### src/rtl/uart_pkg.sv
// Shared UART definitions: FSM state encoding and default bit timing.
// Intended for reuse by both the transmitter and a future receiver.
package uart_pkg;

  localparam int SYS_CLK_HZ           = 12000000;
  localparam int DEFAULT_BAUD         = 9600;
  localparam int DEFAULT_CLKS_PER_BIT = SYS_CLK_HZ / DEFAULT_BAUD;
  localparam int BIT_CNT_W            = 16;

  typedef enum logic [1:0] {
    IDLE  = 2'b00,
    START = 2'b01,
    DATA  = 2'b10,
    STOP  = 2'b11
  } uart_state_t;

endpackage

### src/rtl/uart_tx_fifo.sv
// Synchronous FIFO with wrapping pointers and an explicit occupancy count,
// so that full and empty never alias.
module uart_tx_fifo #(
  parameter int DEPTH = 4,
  parameter int WIDTH = 8
) (
  input  logic             clk,
  input  logic             reset,
  input  logic             push,
  input  logic             pop,
  input  logic [WIDTH-1:0] din,
  output logic [WIDTH-1:0] dout,
  output logic             full,
  output logic             empty
);

  localparam int PTR_W = $clog2(DEPTH);

  logic [WIDTH-1:0] r_mem [DEPTH];
  logic [PTR_W-1:0] r_wr_ptr;
  logic [PTR_W-1:0] r_rd_ptr;
  logic [PTR_W:0]   r_count;
  logic             w_do_push;
  logic             w_do_pop;

  assign full      = (r_count == (PTR_W + 1)'(DEPTH));
  assign empty     = (r_count == '0);
  assign w_do_push = push & ~full;
  assign w_do_pop  = pop & ~empty;
  assign dout      = r_mem[r_rd_ptr];

  // NOTE: the storage array is deliberately not reset; the count alone
  // defines which entries are valid, so clearing the data buys nothing.
  always_ff @(posedge clk) begin
    if (w_do_push) begin
      r_mem[r_wr_ptr] <= din;
    end
  end

  // Power-of-two depth lets the pointers wrap by plain overflow.
  always_ff @(posedge clk or posedge reset) begin
    if (reset) begin
      r_wr_ptr <= '0;
      r_rd_ptr <= '0;
      r_count  <= '0;
    end else begin
      if (w_do_push) begin
        r_wr_ptr <= r_wr_ptr + PTR_W'(1);
      end
      if (w_do_pop) begin
        r_rd_ptr <= r_rd_ptr + PTR_W'(1);
      end
      case ({w_do_push, w_do_pop})
        2'b10:   r_count <= r_count + (PTR_W + 1)'(1);
        2'b01:   r_count <= r_count - (PTR_W + 1)'(1);
        default: r_count <= r_count;
      endcase
    end
  end

endmodule

### src/rtl/uart_tx.sv
// UART transmitter (8N1) fed by a small byte FIFO; frames are sent
// back-to-back while the FIFO holds data.
module uart_tx
  import uart_pkg::*;
#(
  parameter int CLKS_PER_BIT = DEFAULT_CLKS_PER_BIT,
  parameter int FIFO_DEPTH   = 4
) (
  input  logic       clk,
  input  logic       reset,
  input  logic       data_valid,
  input  logic [7:0] data_byte,
  output logic       ready,
  output logic       tx,
  output logic       busy
);

  localparam logic [BIT_CNT_W-1:0] CNT_LAST = BIT_CNT_W'(CLKS_PER_BIT - 1);

  uart_state_t          r_state;
  logic [BIT_CNT_W-1:0] r_cnt;
  logic [2:0]           r_bit_idx;
  logic [7:0]           r_shift;
  logic                 r_tx;
  logic                 r_ready_en;

  logic       w_full;
  logic       w_empty;
  logic       w_push;
  logic       w_pop;
  logic       w_bit_done;
  logic [7:0] w_fifo_dout;

  assign w_bit_done = (r_cnt == CNT_LAST);
  assign w_push     = data_valid & ready;
  // The head byte leaves the FIFO when a frame starts from idle or chains from a stop bit.
  assign w_pop      = ~w_empty & ((r_state == IDLE) | ((r_state == STOP) & w_bit_done));
  assign ready      = r_ready_en & ~w_full;
  assign busy       = (r_state != IDLE) | ~w_empty;
  assign tx         = r_tx;

  uart_tx_fifo #(
    .DEPTH (FIFO_DEPTH),
    .WIDTH (8)
  ) u_fifo (
    .clk   (clk),
    .reset (reset),
    .push  (w_push),
    .pop   (w_pop),
    .din   (data_byte),
    .dout  (w_fifo_dout),
    .full  (w_full),
    .empty (w_empty)
  );

  // NOTE: all state here updates with non-blocking assignments so every
  // branch reads the pre-edge values of r_shift, r_bit_idx and r_cnt.
  always_ff @(posedge clk or posedge reset) begin
    if (reset) begin
      r_state    <= IDLE;
      r_cnt      <= '0;
      r_bit_idx  <= '0;
      r_shift    <= '0;
      r_tx       <= 1'b1;
      r_ready_en <= 1'b0;
    end else begin
      r_ready_en <= 1'b1;
      case (r_state)
        IDLE: begin
          r_cnt     <= '0;
          r_bit_idx <= '0;
          r_tx      <= 1'b1;
          if (w_pop) begin
            r_shift <= w_fifo_dout;
            r_tx    <= 1'b0;
            r_state <= START;
          end
        end
        START: begin
          if (w_bit_done) begin
            r_cnt     <= '0;
            r_bit_idx <= '0;
            r_tx      <= r_shift[0];
            r_state   <= DATA;
          end else begin
            r_cnt <= r_cnt + BIT_CNT_W'(1);
          end
        end
        DATA: begin
          if (w_bit_done) begin
            r_cnt <= '0;
            if (r_bit_idx == 3'd7) begin
              r_tx    <= 1'b1;
              r_state <= STOP;
            end else begin
              r_bit_idx <= r_bit_idx + 3'd1;
              r_tx      <= r_shift[r_bit_idx + 3'd1];
            end
          end else begin
            r_cnt <= r_cnt + BIT_CNT_W'(1);
          end
        end
        STOP: begin
          if (w_bit_done) begin
            r_cnt     <= '0;
            r_bit_idx <= '0;
            if (w_pop) begin
              r_shift <= w_fifo_dout;
              r_tx    <= 1'b0;
              r_state <= START;
            end else begin
              r_tx    <= 1'b1;
              r_state <= IDLE;
            end
          end else begin
            r_cnt <= r_cnt + BIT_CNT_W'(1);
          end
        end
        default: begin
          r_tx    <= 1'b1;
          r_state <= IDLE;
        end
      endcase
    end
  end

endmodule
### config.mk
export PLATFORM = sky130hd
export DESIGN_NAME = uart_tx
export DESIGN_NICKNAME = d
export VERILOG_FILES = /design/src/rtl/uart_pkg.sv /design/src/rtl/uart_tx_fifo.sv /design/src/rtl/uart_tx.sv
export SDC_FILE = /design/constraint.sdc
export NUM_CORES = 1
export LEC_CHECK = 0
export ABC_CLOCK_PERIOD_IN_PS = 6600
export BUFFER_PORTS_ARGS = -buffer_cell sky130_fd_sc_hd__buf_2
export CORE_MARGIN = 1
export CORE_UTILIZATION = 65
export DETAILED_ROUTE_END_ITERATION = 6
export PLACE_DENSITY = 0.93
export SYNTH_ARGS = -nofsm -noshare
export SYNTH_HDL_FRONTEND = slang
export SYNTH_SLANG_ARGS = --single-unit
### constraint.sdc
create_clock -name clk -period 6.6 [get_ports clk]
set_input_delay 0.66 -clock clk [delete_from_list [all_inputs] [get_ports clk]]
set_output_delay 0.66 -clock clk [all_outputs]
set_load 0.01 [all_outputs]
# Yosys cells after proc, flatten, opt, wreduce, memory -nomap -nowiden
# Memories as Yosys holds them, arrays and structs flattened.
# Cells that the tools add are included.
# op_classes
reduce_logical	11
n_eq_ne	15
n_addsub	6
n_mux	27
n_lt_le_gt_ge	1
n_bitwise	10
# ops
op	count
$pmux 16 s2	1
$add 16x1->16 const B	1
$eq 16x11->1 const B	1
$mux 16	1
$mux 8	2
$pmux 8 s2	1
$mux 2	5
$ne 2x2->1 const B	5
$mux 1	9
$mux 3	3
$pmux 3 s3	1
$pmux 2 s4	1
$add 3x1->3 const B	2
$and 1x1->1	6
$eq 2x2->1 const B	3
$eq 3x3->1 const B	2
$pmux 3 s2	1
$reduce_and 3->1	2
$reduce_bool 2->1	3
$reduce_and 5->1	1
$add 2x1->2 const B	2
$eq 2x1->1 const B	2
$lt 3x4->1 const B	1
$ne 2x1->1 const B	2
10 further kinds	12
# totals
output_inout_bits	3
n_memories	1
in_bits	11
elab_cells	80
reg_bits	38
mem_bits_rw	32
# mem_list
memory	words	width	read_ports	rd_ports_with_merged_regs	write_ports	line_no	rtl
u_fifo.r_mem	4	8	1	0	1	uart_tx_fifo.sv:19	logic [WIDTH-1:0] r_mem [DEPTH];

# Longest topological paths before layout
# Gate-level depths: netlist of run 1.
# logic_depth
ltp_word	7
mapped_depth	11

# Hierarchy
# From an unflattened synthesis of run 1, not the netlist that was laid out.
# unflattened
cells_unflattened	228
area_unflattened_um2	3201.8
# by_module_without_submodules
module	seq_area_each_um2	area_per_inst_um2	cells_each	n_inst
uart_tx	777.0	1605.3	148	1
uart_tx_fifo	1136.1	1596.5	80	1

# Worst setup path before layout of run 1
# Ideal clock, no wire load.
# synth_path
path_kind	register to register
startpoint	reg r_cnt[1]
endpoint	reg u_fifo.r_count[2]
arrival_time_ns	2.237
required_time_ns	6.521
path_buffers	0
setup_time_ns	0.079
path_slack_ns	4.284
stages_incl_launch_ff	12
cell_sequence	dfrtp_1 -> inv_1 -> ha_1 -> and4bb_1 -> nand4_4 -> a21oi_1 -> ha_1 -> inv_1 -> fa_1 -> xor2_1 -> nor2_1 -> xor2_1
# synth_between
elab_chain_cells	7
# synth_lines
item	line_no	rtl
from (decl)	uart_tx.sv:21	logic [BIT_CNT_W-1:0] r_cnt;
from (signal assigned)	uart_tx.sv:86	r_cnt <= r_cnt + BIT_CNT_W'(1);
from (signal assigned)	uart_tx.sv:100	r_cnt <= r_cnt + BIT_CNT_W'(1);
from (signal assigned)	uart_tx.sv:116	r_cnt <= r_cnt + BIT_CNT_W'(1);
$eq 16x11->1 *	uart_tx.sv:34	assign w_bit_done = (r_cnt == CNT_LAST);
$and 1x1->1 *	uart_tx.sv:37	assign w_pop = ~w_empty & ((r_state == IDLE) | ((r_state == STOP) & w_bit_done));
$or 1x1->1 *	uart_tx.sv:37	
$and 1x1->1 *	uart_tx.sv:37	
$and 1x1->1 *	uart_tx_fifo.sv:29	assign w_do_pop = pop & ~empty;
net u_fifo.w_do_pop	uart_tx_fifo.sv:24	logic w_do_pop;
$eq 2x1->1 or $eq 2x2->1 (tied branches)	uart_tx_fifo.sv:53	case ({w_do_push, w_do_pop})
$pmux 3 s2 or $reduce_bool 2->1 (tied branches)	--	
to (signal assigned)	uart_tx_fifo.sv:54	2'b10: r_count <= r_count + (PTR_W + 1)'(1);
to (signal assigned)	uart_tx_fifo.sv:55	2'b01: r_count <= r_count - (PTR_W + 1)'(1);
to (signal assigned)	uart_tx_fifo.sv:56	default: r_count <= r_count;
to (decl)	uart_tx_fifo.sv:22	logic [PTR_W:0] r_count;
# Mark *: on every way through the listed nets, which the timed path passes. The rest lies on a longest branch.
# A chain may end at the register's enable or synchronous reset.

# Worst setup path after layout of run 1
# Same ends and word-level chain as after synthesis.

==> results.py, run 1 <==
metrics = {
    "routing": {
        "detail_route.wirelength_um": 5048,
        "route.met2.wl_um": 2484,
        "ant_nets": 0,
        "wl_per_cell_um": 16.13,
        "met1_length_um": 2293,
        "top_layer": "met4",
        "num_vias": 1787,
        "drt_pass1_iterations": 4,
        "via_per_inst": 5.709,
        "wl_met3_um": 169,
        "dr.first_iter.drc_count": 101,
        "drcViolationCount": 0,
    },
    "clocking": {
        "cts-htree-levels": 3,
        "tritoncts": "yes",
        "post-cts-setup-buffer-count": 0,
        "cts_buffer_depth": 2,
        "cts_inserted_buffers": 9,
        "cts_resized": 0,
        "cts_num_sinks": 70,
        "cts_hold_buf": 0,
        "clk_latency_ps": 350,
        "clockRootBuffer": "clkbuf_8",
        "path_clk_slew_ps": 80,
    },
    "die": {
        "dieArea_mm2": 0.005224,
        "core-area_mm2": 0.004723,
        "die_w_um": 72.28,
        "fp.dieH_um": 72.28,
        "rows": 25,
        "io_pins": 14,
        "initial_core_util_pct": 67.97,
    },
    "critical_path": {
        "rr_worst_depth": 11,
        "cp_data_required_time_ps": 6870,
        "cp_data_arrival_time_ps": 2920,
        "r2r_setup_slack_ps": 3950,
        "worstPathMaxFanout": 6,
        "crit_type": "flip-flop to flip-flop",
        "r2r_start": "r_cnt[1]",
        "cp-startpoint": "r_cnt[1]",
        "r2r-end": "u_fifo.r_count[2]",
        "critPathCaptureType": "flip-flop",
        "critPathLaunchType": "flip-flop",
        "crit_end": "u_fifo.r_count[2]",
    },
    "timing": {
        "max_freq_ghz": 0.3769,
        "worstMarginPinSlew_ps": 576.0,
        "fin_crit_ps": 2653,
        "max_slew_margin_pct": 61.60,
        "setup_tns_ps": 0,
        "finalHoldViolCount": 0,
        "grt_setup_unrepaired": "no",
        "setup_viol": 0,
        "period_share_pct": 40.20,
        "finClkSkew_ps": 9.576,
        "slew_violations": 0,
    },
    "cells_and_area": {
        "design_area_mm2": 0.003533,
        "synthToLayoutAreaGrowth_pct": 10.05,
        "fillers": 285,
        "antennaDiodeCount": 0,
        "drive_gt1_share_pct": 26.42,
        "final_util_pct": 74.81,
        "final_cells": 313,
        "nets": 266,
    },
    "pwr": {
        "intPower_w": 0.0006766,
        "combPwrFrac_pct": 9.4,
        "switching_power_w": 0.0002453,
        "swShare_pct": 26.61,
        "leakage_nw": 1.475,
        "ir_drop_mv": 0.2516,
        "power.density_mw_per_mm2": 260.9,
        "p_clk_share_pct": 34.6,
        "p_total_w": 0.0009220,
        "pwr-share-seq_pct": 56.0,
    },
    "synthesis": {
        "synth_common_cells": "37 x dfrtp_1, 32 x edfxtp_1, 17 x nor2_1, 15 x xor2_1",
        "yosysMostFrequentCell": "dfrtp_1",
        "avgSynthCellArea_um2": 14.53,
        "ys.flop_type": "dfrtp_1",
        "async_flop_share_pct": 54.29,
        "yosysSeqAreaShare_pct": 59.59,
        "ys_warn_count": 0,
        "synth.top_cell.area_share_pct": 29.93,
        "synth_top_area_cell": "edfxtp_1",
        "synthesis.nets": 246,
        "ys_types": 49,
        "synth-edff-count": 32,
        "ys_seq_elements": 70,
        "synthTopCellsByArea": "edfxtp_1 30%, dfrtp_1 29%, mux4_2 7.0%",
        "synth_cells": 221,
        "syn_area_mm2": 0.003211,
    },
    "placed_design": {
        "placed_area_mm2": 0.003347,
        "dp.cells": 297,
        "port_buffers": 13,
        "dp_hpwl_um": 3613,
        "gp_congestion": 0.8175,
    },
    "global_route": {
        "antenna_found_initial": 0,
        "grt_pass1_wl_um": 8169,
        "grt_max_degree": 39,
        "grt_overflow": 0,
        "grtUsageTotal_pct": 21.76,
        "grt_pass1_vias": 1766,
    },
    "status": {
        "status": "finished clean",
    },
    "min_path": {
        "hold_path.class": "input port to asynchronous set/reset pin",
    },
    "job": {
        "maxCapViolations": 0,
    },
}
[routing by layer]
layer | vias to the layer above | GRT usage, %
met5 | - | 0
met4 | 0 | 10.89
met3 | 9 | 5.556
met2 | 35 | 34.16
met1 | 897 | 28.56
li1 | 846 | -
[logic make-up (layout without fill, tap and decap cells)]
family          count (synthesis)  count (layout)  synth area share [%]
fa+ha+maj                      14              14                 5.690
buf+inv                        18              43                 2.144
mux                            22              22                 11.30
xor+xnor                       20              20                 5.456
flops                          70              70                 59.59
other cells                     1               1                0.1168
simple gates                   58              58                 11.26
compound gates                 18              18                 4.443
[power by group through the flow]
stage / registers, W / logic [W] / clock network, W
CTS: 0.000516 / 0.0000900 / 0.000327
global route: 0.000518 / 0.000101 / 0.000339
detailed placement: 0.000526 / 0.0000893 / 0
finish: 0.000516 / 0.0000871 / 0.000319
floorplan: 0.000518 / 0.0000642 / 0
global placement: 0.000522 / 0.0000841 / 0
[cell usage in the layout, fill, tap and decap left out, types with 2 or more instances in the layout]
cell,n
a22o_2,2
and3_1,6
clkbuf_8,9
and4_1,2
dfrtp_1,37
a21oi_1,2
nand2_1,9
inv_1,13
nand3_1,6
nand4_1,3
edfxtp_1,32
buf_2,13
xor2_1,15
a31oi_1,2
xnor2_1,5
mux4_2,10
inv_6,4
nor2_1,17
ha_1,13
a21o_2,2
mux2_2,10
o21ai_0,2
and4bb_1,2
[sequential cells by signal, summed over array words and instances (netlist names)]
signal           cells
r_bit_idx            3
tx                   1
r_shift              8
u_fifo.r_rd_ptr      2
r_ready_en           1
r_cnt               16
r_state              2
u_fifo.r_wr_ptr      2
u_fifo.r_mem        32
u_fifo.r_count       3
[worst min-delay path by stage]
stage | cells past startpoint | startpoint | to | slack, ps
after CTS | 3 | reset | r_cnt[6] | 420
final | 3 | reset | u_fifo.r_wr_ptr[0] | 410
after global routing | 3 | reset | r_cnt[6] | 470
after detailed placement | 1 | r_shift[4] | r_shift[4] | 490
after global placement | 1 | u_fifo.r_count[0] | u_fifo.r_count[0] | 480
after floorplan | 1 | u_fifo.r_count[0] | u_fifo.r_count[0] | 450
[worst max-delay path, cell delays in order (launching register included)]
cell and delay (ps):
dfrtp_1 420, inv_1 80, ha_1 150, and4bb_1 270, nand4_4 150, a21oi_1 390, ha_1 250, inv_1 60
fa_1 380, xor2_1 150, nor2_1 130, xor2_1 160
[area by class of cell]
type / count / area [um2] / share of cell area [%]
flip-flops and latches: 70 / 1913 / 54.14
multi-input cells: 133 / 1229 / 34.77
clock buffers: 9 / 123.9 / 3.506
well taps: 67 / 83.83 / 2.373
repair buffers: 14 / 72.57 / 2.054
clock inverters: 7 / 62.56 / 1.771
inverters: 13 / 48.80 / 1.381
[metrics by stage]
| step | hold slack [ps] | worst slack [ps] |
|---|---|---|
| final | 406.5 | 3947 |
| after global routing | 468.6 | 3835 |
| after CTS | 418.5 | 3960 |
| after detailed placement | 494.1 | 3975 |
| after global placement | 477.9 | 4139 |
| after floorplan | 450.8 | 4284 |
(Power assumes the default switching activity.)
==> run 2, diff against run 1 <==
Settings changed: ABC_CLOCK_PERIOD_IN_PS 6600 to 2400, CORE_UTILIZATION 65 to 55, PLACE_DENSITY 0.93 to 0.85.
Clock period 6.6 ns to 2.4 ns, I/O delays scaled along.
==> run 2 against run 1 <==
  * Critical path depth did not move
  * Setup slack got worse by 3800 ps
  * Count of clock-buffer cells in the layout did not move
  * Wire length rose by 1.7%
  * Core utilization fell by 10 points
  * Sequential power rose to 2.8 times the previous value
  * Final cell count rose by 4.2%
  * Total power rose to 2.8 times the previous value
  * Critical endpoint unchanged
  * Clock skew fell by 2.8 ps
  * Non-clock buffer count rose by 8
==> results.py, run 2 (same netlist as run 1, synthesis figures left out) <==
metrics = {
    "critical_path": {
        "critPathSlowestCell": "dfrtp_1",
        "cp.depth": 11,
        "r2r_setup_slack_ps": 120,
        "max_stage_delay_ps": 390,
        "r2r_start": "r_cnt[1]",
        "cp_data_required_time_ps": 2680,
        "worstPathMaxFanout": 2,
        "crit_type": "flip-flop to flip-flop",
        "r2r-end": "u_fifo.r_count[2]",
        "cp.buffers_inverters": 2,
        "critPathCaptureType": "flip-flop",
        "critical_path.top_delay_family": "adder cells",
        "critPathLaunchType": "flip-flop",
        "cp_data_arrival_time_ps": 2560,
        "rr_worst_depth": 11,
        "path_cells": "inv_1 -> ha_1 -> and4bb_1 -> nand4_4 -> a21oi_2 -> ha_1 -> inv_1 -> fa_1 -> xor2_1 -> nor2_1 -> xor2_1",
    },
    "placed_design": {
        "gp_congestion": 0.7597,
        "dp_hpwl_um": 3460,
        "port_buffers": 13,
    },
    "cells_and_area": {
        "drive_gt1_share_pct": 28.74,
        "mostFrequentLayoutCells": "37 x dfrtp_1, 32 x edfxtp_1, 17 x nor2_1, 15 x xor2_1",
        "largest_register": "u_fifo.r_mem",
        "top_regs": "u_fifo.r_mem: 32 flops, r_cnt: 16 flops, r_shift: 8 flops",
        "mostFrequentLayoutCell": "dfrtp_1",
        "synthToLayoutAreaGrowth_pct": 12.35,
        "largest_reg_flops": 32,
        "antennaDiodeCount": 0,
        "nets": 274,
        "final_util_pct": 64.71,
    },
    "global_route": {
        "grt_pass1_wl_um": 8631,
        "grt_max_degree": 39,
        "grt_pass1_vias": 1819,
        "antenna_found_initial": 0,
        "grt_overflow": 0,
        "grtUsageTotal_pct": 19.63,
    },
    "clocking": {
        "cts_num_sinks": 70,
        "cts_inserted_buffers": 9,
        "clockRootBuffer": "clkbuf_8",
        "path_clk_slew_ps": 80,
        "post-cts-setup-buffer-count": 0,
        "cts-htree-levels": 3,
        "tritoncts": "yes",
        "cts_buffer_depth": 2,
        "clk_latency_ps": 350,
    },
    "timing": {
        "period_share_pct": 95.13,
        "finalHoldViolCount": 0,
        "grt_setup_unrepaired": "no",
        "setup_tns_ps": 0,
        "finClkSkew_ps": 6.815,
        "fin_crit_ps": 2283,
        "slew_violations": 0,
        "worstMarginPinSlew_ps": 563.8,
        "setup_viol": 0,
        "max_freq_ghz": 0.4380,
        "max_slew_margin_pct": 62.42,
    },
    "pwr": {
        "pwr-share-seq_pct": 55.2,
        "ir_drop_mv": 0.6176,
        "switching_power_w": 0.0007021,
        "power.density_mw_per_mm2": 711.1,
        "intPower_w": 0.001863,
        "p_clk_share_pct": 35.1,
        "swShare_pct": 27.37,
        "leakage_nw": 1.514,
        "combPwrFrac_pct": 9.7,
    },
    "routing": {
        "via_per_inst": 5.549,
        "dr.first_iter.drc_count": 141,
        "wl_per_cell_um": 15.74,
        "num_vias": 1809,
        "ant_nets": 0,
        "detail_route.wirelength_um": 5132,
        "drcViolationCount": 0,
        "drt_pass1_iterations": 4,
    },
    "die": {
        "io_pins": 14,
        "fp.dieH_um": 78.40,
        "initial_core_util_pct": 57.60,
        "dieArea_mm2": 0.006147,
        "core-area_mm2": 0.005574,
        "die_w_um": 78.40,
        "rows": 27,
    },
    "min_path": {
        "min_path_cells": 1,
        "worstHoldEndpoint": "u_fifo.r_mem[1][7]",
        "min_from": "data_byte[7]",
        "hold_path.class": "input port to flip-flop",
    },
    "job": {
        "maxCapViolations": 0,
    },
    "status": {
        "status": "finished clean",
    },
}
[run 2: cell types whose count changed in the layout (fill, tap and decap cells not counted), sizes merged]
cell         change
inv              -1
buf              +7
clkinvlp         +1
dlygate4sd3      +1
[run 2: how the worst max path moves through the flow]
stage | from | slack [ps] | end
6_report | r_cnt[1] | 120 | u_fifo.r_count[2]
5_1_grt | r_cnt[1] | 7 | u_fifo.r_count[2]
4_1_cts | r_cnt[1] | 90 | u_fifo.r_count[2]
3_5_place_dp | r_cnt[1] | 80 | u_fifo.r_count[2]
3_3_place_gp | r_cnt[1] | 210 | u_fifo.r_count[2]
2_1_floorplan | r_cnt[1] | 80 | u_fifo.r_count[2]
[run 2: power by group through the flow]
| stage | sequential (W) | clock, W | combinational, W |
|---|---|---|---|
| finish | 0.00142 | 0.000900 | 0.000249 |
| global route | 0.00143 | 0.000965 | 0.000286 |
| CTS | 0.00142 | 0.000918 | 0.000253 |
| detailed placement | 0.00144 | 0 | 0.000249 |
| global placement | 0.00143 | 0 | 0.000234 |
| floorplan | 0.00142 | 0 | 0.000177 |
[run 2: layout make-up]
type	instances	area, um2
fillers	397	1967
inverters	13	48.80
multi-input cells	133	1232
clock inverters	7	63.81
flip-flops and latches	70	1913
clock buffers	9	123.9
well taps	72	90.09
repair buffers	22	135.1
[run 2: what timing repair did]
item / CTS / global route
resized for setup: 0 / 1
hold endpoints to repair: 28 / 0
setup endpoints to repair: 0 / 1
hold buffers: 1 / 0
[run 2: per-stage QoR]
step	cell area (um2)	std cells	power (W)	hold slack (ps)	worst slack (ps)
after CTS	3603	326	0.002587	82.08	85.16
final	3607	326	0.002565	101.2	116.9
after global placement	3406	309	0.001667	373.4	207.6
after global routing	3607	326	0.002677	77.63	7.219
after detailed placement	3406	309	0.001687	378.8	77.47
after floorplan	3211	221	0.001600	338.9	84.20
[run 2: metal layers]
layer,GRT usage [%],share of wire [%],routed length [um],up-vias
li1,-,-,-,862
met1,26.22,48,2473,899
met2,29.04,46,2359,40
met3,6.628,4.3,220,8
met4,9.259,1.5,78,0
met5,0,0,0,-
==> run 3, diff against run 2 <==
Settings changed: ABC_CLOCK_PERIOD_IN_PS 2400 to 2600, CORE_UTILIZATION 55 to 61, PLACE_DENSITY 0.85 to 0.89, SYNTH_HIERARCHICAL set to 1.
Clock period 2.4 ns to 2.6 ns, I/O delays scaled along.
==> run 3 against run 2 <==
  * The run now ends with setup timing left
  * Cell area increased by 1.0%
  * Highest routed layer unchanged
  * Sequential share of layout area decreased by 0.55 points
  * Critical endpoint is now u_fifo/r_count[2]
  * Die area decreased by 9.8%
  * Clock skew increased by 6.4 ps
==> results.py, run 3 <==
metrics = {
    "status": {
        "status": "finished, violations left",
        "violations": "setup timing",
    },
    "clocking": {
        "tritoncts": "yes",
        "clk_latency_ps": 340,
        "cts_num_sinks": 70,
        "cts_buffer_depth": 2,
        "clockRootBuffer": "clkbuf_8",
        "path_clk_slew_ps": 80,
        "cts-htree-levels": 3,
        "cts_inserted_buffers": 9,
    },
    "pwr": {
        "leakage_nw": 1.503,
        "power.density_mw_per_mm2": 660.6,
        "ir_drop_mv": 0.5749,
    },
    "cells_and_area": {
        "mostFrequentLayoutCells": "37 x dfrtp_1, 32 x edfxtp_1, 20 x nor2_1, 14 x inv_1, 14 x buf_4",
        "final_util_pct": 71.82,
        "nets": 289,
        "antennaDiodeCount": 0,
        "seq_area_mm2": 0.001913,
        "largest_reg_flops": 32,
        "synthToLayoutAreaGrowth_pct": 13.83,
        "mostFrequentLayoutCell": "dfrtp_1",
        "fillers": 333,
        "drive_gt1_share_pct": 28.25,
        "multi_input_comb_area_mm2": 0.001254,
        "largest_register": "u_fifo/r_mem",
        "top_regs": "u_fifo/r_mem: 32 flops, r_cnt: 16 flops, r_shift: 8 flops",
    },
    "timing": {
        "max_freq_ghz": 0.3741,
        "setup_viol": 1,
        "max_slew_margin_pct": 50.42,
        "finalHoldViolCount": 0,
        "slew_violations": 0,
        "fin_crit_ps": 2673,
        "finalWorstSetupSlack_ps": -72.87,
        "finClkSkew_ps": 13.25,
        "grt_setup_unrepaired": "yes",
        "worstMarginPinSlew_ps": 737.5,
        "whs_ps": 130.0,
        "period_share_pct": 102.8,
    },
    "synthesis": {
        "synthTopCellsByArea": "edfxtp_1 30%, dfrtp_1 29%, mux4_2 7.0%",
        "ys_warn_count": 6,
        "ys_seq_elements": 70,
        "ys_types": 40,
        "synth-edff-count": 32,
        "avgSynthCellArea_um2": 14.04,
        "async_flop_share_pct": 54.29,
        "synth_cells": 228,
        "synth_common_cells": "37 x dfrtp_1, 32 x edfxtp_1, 20 x nor2_1, 14 x inv_1, 13 x ha_1",
        "syn_area_mm2": 0.003202,
        "synthesis.nets": 253,
        "ys.flop_type": "dfrtp_1",
        "synth.top_cell.area_share_pct": 30.01,
        "synth_top_area_cell": "edfxtp_1",
        "yosysSeqAreaShare_pct": 59.75,
        "yosysMostFrequentCell": "dfrtp_1",
    },
    "min_path": {
        "min_path_cells": 1,
        "hold_path.class": "input port to flip-flop",
    },
    "routing": {
        "num_vias": 1930,
        "wl_per_cell_um": 18.18,
        "ant_nets": 0,
        "drt_pass1_iterations": 4,
        "via_per_inst": 5.693,
        "detail_route.wirelength_um": 6163,
        "dr.first_iter.drc_count": 153,
        "drcViolationCount": 0,
    },
    "placed_design": {
        "gp_congestion": 0.8143,
        "dp_hpwl_um": 3800,
        "post-place-ws_ps": -117.3,
        "port_buffers": 13,
    },
    "global_route": {
        "antenna_found_initial": 0,
        "grt_overflow": 0,
        "grtUsageTotal_pct": 24.90,
        "grt_pass1_wl_um": 9735,
        "grt_max_degree": 32,
        "grt_pass1_vias": 2085,
    },
    "die": {
        "io_pins": 14,
        "dieArea_mm2": 0.005543,
        "rows": 26,
        "initial_core_util_pct": 63.09,
        "core-area_mm2": 0.005075,
        "die_w_um": 74.45,
        "fp.dieH_um": 74.45,
    },
    "critical_path": {
        "rr_worst_depth": 13,
        "cp_data_required_time_ps": 2860,
        "critPathLaunchType": "flip-flop",
        "critPathCaptureType": "flip-flop",
        "crit_type": "flip-flop to flip-flop",
        "cp_data_arrival_time_ps": 2930,
        "worstPathMaxFanout": 2,
    },
    "job": {
        "maxCapViolations": 0,
    },
}
-- run 3: cell count changes in the layout (fill, tap and decap cells not counted), sizes merged, moves of 4 or more --
| cell | before | now |
|---|---|---|
| xor2 | 15 | 11 |
| buf | 21 | 27 |
| and2 | 1 | 8 |
| nor3 | 2 | 6 |
| and3 | 7 | 3 |
| xnor2 | 5 | 9 |
| nor2b | 0 | 4 |
-- run 3: path summary, 6_finish.rpt --
| check | from | end | slack [ps] |
|---|---|---|---|
| max | r_cnt[1] | u_fifo/r_count[2] | -70 |
| min | data_byte[2] | u_fifo/r_mem[3][2] | 130 |
| max reg2reg | r_cnt[1] | u_fifo/r_count[2] | -70 |
| min reg2reg | r_shift[1] | r_shift[1] | 520 |
| max in group asynchronous | reset | tx | 1730 |
| min in group asynchronous | reset | u_fifo/r_count[1] | 400 |
-- run 3: layout make-up --
class	count	area share [%]
clock buffers	11	3.605
multi-input cells	141	34.40
inverters	14	1.442
repair buffers	28	4.943
clock inverters	5	0.7209
well taps	70	2.403
flip-flops and latches	70	52.49
-- run 3: critical path, cell delays in order (launching register included) --
cell and delay, ps:
dfrtp_1 380, inv_1 60, ha_1 140, nor3b_2 160, nand4_1 200, or2_4 300, a21oi_2 140, o31a_2 200
ha_4 140, inv_1 70, fa_2 370, xor2_1 160, nor2_1 130, xor2_1 160
-- run 3: cells by family after synthesis --
group	after synthesis	share of synthesized area (%)
compound gates	9	2.462
mux	23	11.68
fa+ha+maj	14	5.706
buf+inv	17	2.032
flops	70	59.75
simple gates	74	12.78
xor+xnor	20	5.471
other cells	1	0.1171
-- run 3: metal layers --
| metal | vias up | share of wire (%) | track usage, % |
|---|---|---|---|
| met2 | 53 | 54 | 40.04 |
| met5 | - | 0 | 0 |
| met4 | 0 | 3.3 | 14.26 |
| li1 | 882 | - | - |
| met1 | 971 | 39 | 29.96 |
| met3 | 24 | 3.8 | 7.588 |
-- run 3: timing repair --
item / 4_1_cts / 5_1_grt
setup buffers: 4 / 0
pin swaps: 2 / 4
hold endpoints to repair: 7 / 0
resized for setup: 4 / 2
hold buffers: 1 / 0
gates cloned: 0 / 0
endpoints found under the setup margin: 1 / 2
-- run 3: power breakdown --
part | total (W) | internal [W] | switching [W] | leakage (nW)
Clock | 0.000725 | 0.000337 | 0.000388 | 0.0721
Combinational | 0.000343 | 0.000149 | 0.000194 | 0.666
Sequential | 0.00134 | 0.00126 | 0.0000808 | 0.765
-- run 3: through the flow --
stage / TNS [ps] / area, um2 / total power, W / std cells
finish: -72.87 / 3645 / 0.002408 / 339
global route: -250.7 / 3645 / 0.002501 / 339
CTS: 0 / 3632 / 0.002375 / 339
detailed placement: -117.3 / 3417 / 0.001642 / 318
global placement: 0 / 3417 / 0.001612 / 318
floorplan: 0 / 3202 / 0.001538 / 228
